### src/rtl/cplx_round_clip.sv
// Complex round-half-up and saturate, two-stage valid/ready pipeline.
// Optional clip counter port clip_cnt when CPLX_ROUND_CLIP_CNT_EN is defined.
module cplx_round_clip #(
  parameter int WIDTH_IN  = 48,
  parameter int WIDTH_OUT = 16,
  parameter int FRAC_BITS = 15
) (
  input  logic                     clk,
  input  logic                     reset_n,
  input  logic [2*WIDTH_IN-1:0]    i_tdata,
  input  logic                     i_tlast,
  input  logic                     i_tvalid,
  output logic                     i_tready,
  output logic [2*WIDTH_OUT-1:0]   o_tdata,
  output logic                     o_tlast,
  output logic                     o_tvalid,
  input  logic                     o_tready,
  input  logic                     clear,
  output logic                     clip_flag
`ifdef CPLX_ROUND_CLIP_CNT_EN
  ,
  output logic [31:0]              clip_cnt
`endif
);

  localparam int RW = WIDTH_IN - FRAC_BITS + 1;
  localparam int SH = (FRAC_BITS == 0) ? 0 : FRAC_BITS - 1;
  localparam logic [WIDTH_IN:0] HALF =
    (FRAC_BITS == 0) ? '0 : ((WIDTH_IN+1)'(1) << SH);

  typedef struct packed {
    logic          last;
    logic [RW-1:0] i;
    logic [RW-1:0] q;
  } s1_t;

  // Extra top bit keeps the half-LSB add from overflowing.
  function automatic logic [RW-1:0] rnd(
    input logic [WIDTH_IN-1:0] x
  );
    logic [WIDTH_IN:0] s;
    s = {x[WIDTH_IN-1], x} + HALF;
    return s[WIDTH_IN:FRAC_BITS];
  endfunction

  // Returns {clipped, value}; in range when all high bits agree.
  function automatic logic [WIDTH_OUT:0] sat(
    input logic [RW-1:0] v
  );
    logic [RW-WIDTH_OUT:0] hi;
    hi = v[RW-1:WIDTH_OUT-1];
    if ((&hi) || !(|hi))
      return {1'b0, v[WIDTH_OUT-1:0]};
    else if (v[RW-1])
      return {2'b11, {(WIDTH_OUT-1){1'b0}}};
    else
      return {2'b10, {(WIDTH_OUT-1){1'b1}}};
  endfunction

  s1_t                s1;
  logic               s1_valid;
  logic               s2_valid;
  logic               s1_load;
  logic               s2_load;
  logic               clip_ld;
  logic [WIDTH_OUT:0] sat_i;
  logic [WIDTH_OUT:0] sat_q;

  always_comb begin
    sat_i    = sat(s1.i);
    sat_q    = sat(s1.q);
    s2_load  = s1_valid && (!s2_valid || o_tready);
    i_tready = reset_n && (!s1_valid || s2_load);
    s1_load  = i_tvalid && i_tready;
    clip_ld  = s2_load && (sat_i[WIDTH_OUT] || sat_q[WIDTH_OUT]);
  end

  assign o_tvalid = s2_valid;

  always_ff @(posedge clk or negedge reset_n) begin
    if (!reset_n) begin
      s1_valid <= 1'b0;
      s1       <= '0;
    end else if (s1_load) begin
      s1_valid <= 1'b1;
      s1.last  <= i_tlast;
      s1.i     <= rnd(i_tdata[2*WIDTH_IN-1:WIDTH_IN]);
      s1.q     <= rnd(i_tdata[WIDTH_IN-1:0]);
    end else if (s2_load) begin
      s1_valid <= 1'b0;
    end
  end

  always_ff @(posedge clk or negedge reset_n) begin
    if (!reset_n) begin
      s2_valid <= 1'b0;
      o_tdata  <= '0;
      o_tlast  <= 1'b0;
    end else if (s2_load) begin
      s2_valid <= 1'b1;
      o_tdata  <= {sat_i[WIDTH_OUT-1:0],
                   sat_q[WIDTH_OUT-1:0]};
      o_tlast  <= s1.last;
    end else if (o_tready) begin
      s2_valid <= 1'b0;
    end
  end

  // A clip landing in the same cycle as clear keeps the flag set.
  always_ff @(posedge clk or negedge reset_n) begin
    if (!reset_n)
      clip_flag <= 1'b0;
    else if (clip_ld)
      clip_flag <= 1'b1;
    else if (clear)
      clip_flag <= 1'b0;
  end

`ifdef CPLX_ROUND_CLIP_CNT_EN
  always_ff @(posedge clk or negedge reset_n) begin
    if (!reset_n)
      clip_cnt <= '0;
    else if (clip_ld) begin
      if (clear)
        clip_cnt <= 32'd1;
      else if (clip_cnt != '1)
        clip_cnt <= clip_cnt + 32'd1;
    end else if (clear)
      clip_cnt <= '0;
  end
`endif

endmodule
### config.mk
export PLATFORM = sky130hd
export DESIGN_NAME = cplx_round_clip
export DESIGN_NICKNAME = d
export VERILOG_FILES = /design/src/rtl/cplx_round_clip.sv
export SDC_FILE = /design/constraint.sdc
export NUM_CORES = 1
export LEC_CHECK = 0
export CAP_MARGIN = 10
export CELL_PAD_IN_SITES_DETAIL_PLACEMENT = 0
export CELL_PAD_IN_SITES_GLOBAL_PLACEMENT = 2
export CORE_AREA = 8 8 142 144
export CTS_BUF_LIST = sky130_fd_sc_hd__clkbuf_4 sky130_fd_sc_hd__clkbuf_8
export DETAILED_ROUTE_END_ITERATION = 16
export DIE_AREA = 0 0 150 152
export PLACE_DENSITY_LB_ADDON = 0.1
export SYNTH_ARGS = -nofsm -noshare
export SYNTH_HDL_FRONTEND = slang
export SYNTH_SLANG_ARGS = --single-unit
### constraint.sdc
create_clock -name clk -period 2.8 [get_ports clk]
set_clock_uncertainty 0.15 [all_clocks]
set_input_delay 0.56 -clock clk [delete_from_list [all_inputs] [get_ports clk]]
set_output_delay 0.56 -clock clk [all_outputs]
set_load 0.03 [all_outputs]
==> results.md <==
- Library cell used as clock root buffer: clkbuf_8
- Detailed-route DRC error count: 0
- CP startpoint kind: input port
- Worst Path Class, Setup: in2out
- Most used flip-flop cell after synthesis: dfrtp_1
- XOR/XNOR share of the synthesized area: ~10%
- Ordered cell list for the critical path: clkdlybuf4s50_1 > nand3b_1 > and2_1 > buf_12
- Highest-count cells in the layout ignoring fill and taps: clkdlybuf4s50_1 (107), dfrtp_1 (105), nand2_1 (89)
- Headroom to the max-slew limit: between 50% and 60%
- Number of global-route vias before repair: approximately 4500
- Final RePlAce weighted congestion: approximately 0.80
- Floorplan die height: between 150 and 200 um
- Clock buffer count from CTS: 9
- Cts-stage hold buffer count: 0
- Register bit total from synthesis: 105
- Reg-to-reg endpoint: o_tdata[28]
- Hold/Removal Path Class: in2async
- Share of synthesized cell area in full adder, half adder and majority cells: 0.461%
- Average wire per cell in the routed design: between 15 and 20 um
- RR Startpoint: s1[51]
- Number of resized instances in the post-cts repair step: 0
- Mux contribution to synthesized area: less than 1%
- Simple-gate share of the synthesized area: between 20% and 30%
- Worst-case register-to-register setup slack: 420 ps
- Largest net degree at the start of global routing: 106
- Initial core utilization: slightly above 30%
- Signal arrival time at the worst endpoint: 1730 ps
- Critical Path Sink Type: output port
- Run status: finished clean
- IR drop worst, VDD: roughly 0.34 mV
- Number of antenna violations at the first check in global routing: 0
- Max Buffers Root-to-Sink: 2
- Largest family of logic cells by synthesized area: simple AND/OR/NAND/NOR gates
- Req. time, crit path: between 2000 and 2500 ps
- TritonCTS clock tree: yes
- Final nets: 782
- Maximum clock frequency: 410 MHz
- Syn Area/Cell: between 9 and 10 um^2
- Asr flop ratio synth: 100%
- Setup TNS: 0 ps
- Number of nets with antenna violations after detailed routing: 0
- Global-route wire length before repair: around 24 mm
- Area taken by multi-input logic gates: between 0.002 and 0.003 mm^2
- Critical Path Slowest Stage Cell: clkdlybuf4s50_1
- Area growth from synthesis to layout: 31.4%
- DP Wirelength: around 11 mm
- Final Instance Area: 0.00714 mm^2
- Clock transition time at the flip-flop clock pins of the worst setup and hold paths: approximately 100 ps
- Worst-case setup margin in the final layout: between 300 and 400 ps
- Core area: between 0.015 and 0.02 mm^2
- Synthesized-area fraction occupied by ao, oa, aoi and oai cells: between 10% and 20%
- Area of placed instances: just under 0.007 mm^2
- First-pass detailed-route iteration total: 4
- Overall routing resource usage: between 10% and 20%
- Post-synth EDFFs: 0
- Num Clock Sinks: approximately 110
- # H-tree levels: 3
- Commonest non-fill, non-tap cell in the layout: clkdlybuf4s50_1
- Share of the clock period used by the worst path after layout: between 80% and 90%
- Routed wire length: between 10 and 15 mm
- Period minus WS final: around 2400 ps
- Post CTS Setup Buffer Count: 0
- Die boundary width: 150 um
- Overall power of the completed layout: 4.01 mW
- Power density of the placed cells: between 500 and 600 mW/mm^2
- Site row count: around 50
- Storage cell area: 0.00263 mm^2
- Share of final-layout standard cells stronger than drive strength 1: under 10%
- Final hold violation count: 0
- Sequential-to-total area share from yosys stat: 48.4%
- Starting DRC count in detailed routing: between 200 and 250
- Total congestion overflow: 0
- RSZ-0062 raised after global routing: false
- Quantity of I/O buffers inserted on ports: approximately 110
- Antenna cells: 0
- Timing endpoint of the critical path: i_tready
- Overall die area: 0.0228 mm^2
- Final Max Tran Viols: 0
- Number of primary I/O pins: between 100 and 150
- Post-synthesis instance area: between 0.005 and 0.006 mm^2
- Worst Max-Slew Pin Slew: approximately 630 ps
- Max Fanout on Critical Path: 2
- Cell count after synthesis: around 570
- Maximum Capacitance Violations: 0
- Unique masters post-synth: 34
- Mapped Nets: ~670
- Avg Vias per Cell: 4.89
- Worst stage delay on the critical path: between 400 and 500 ps
- Crit path launch: o_tready
- Final count of negative-setup-slack endpoints: 0
- Total of fill cells in the finished design: 1793
- Number of vias after detailed routing: around 4500
- CP top delay family: buffers and inverters
- Reg2Reg Depth: 5
- Pre-CTS setup slack: around 140 ps
- Yosys Warn Count: 0
- Buf+Inv Stages, Crit Path: 2
- Number of cells on the critical path: 4
- Clock network latency to the later pin of the worst-skew pair: roughly 370 ps
- Pleak: roughly 2.8 nW
## area by class of cell
type,instances,share of cell area [%]
flip-flops and latches,105,36.8
well taps,229,4.01
clock buffers,10,1.93
inverters,6,0.316
clock inverters,6,0.666
multi-input cells,425,37.2
repair buffers,131,19.0
## cell usage after synthesis, drive strengths merged, types with 7 or more instances
library cell | n | share of area (%)
nand4 | 35 | 4.0
nor4 | 14 | 2.0
xor2 | 52 | 8.4
o22a | 30 | 4.8
o21ai | 70 | 6.4
nand3 | 35 | 3.3
xnor2 | 12 | 1.9
clkbuf | 26 | 1.8
nor2 | 7 | 0.48
and3 | 16 | 1.8
nand2 | 90 | 6.2
a21boi | 30 | 4.1
dfrtp | 105 | 48
## worst min path at each step
stage,startpoint,end,slack [ps],depth (start not counted)
floorplan,reset_n,clip_flag,110,0
finish,reset_n,o_tdata[13],110,2
CTS,reset_n,o_tdata[12],130,2
global route,reset_n,o_tdata[11],140,2
global placement,s1[68],o_tlast,290,2
detailed placement,s1[68],o_tlast,300,2
## where the power goes
part           switching [mW]  internal (mW)  total, mW
logic                   0.597          0.538       1.13
registers               0.176           1.79       1.97
clock network           0.546          0.360      0.905
## metal layers
metal | global-route usage, % | vias to the layer above | share of wire, %
li1 | - | 2263 | -
met1 | 17.8 | 2099 | 50
met2 | 19.6 | 84 | 45
met3 | 2.38 | 11 | 4.5
met4 | 4.29 | 0 | 1.2
met5 | 0 | - | 0
## flip-flops by register name, indices dropped and copies added (netlist names)
name / cells
clip_flag: 1
o_tlast: 1
s1: 69
o_tdata: 32
o_tvalid: 1
s1_valid: 1
## cells by family after synthesis
group,after synthesis
adder cells (fa/ha/maj),2
AO/OA/AOI/OAI,134
flip-flops,105
multiplexers,3
AND/OR/NAND/NOR,222
buffers and inverters,38
XOR/XNOR,64
## metrics by stage
step           std cells  utilization (%)  hold WS [ps]
3_3_place_gp         895             39.0           293
2_1_floorplan        568                -           114
6_report             912             40.1           113
3_5_place_dp         895             39.0           298
4_1_cts              911             40.1           129
5_1_grt              912             40.1           141
No activity file was read; power rests on OpenSTA's default activity.
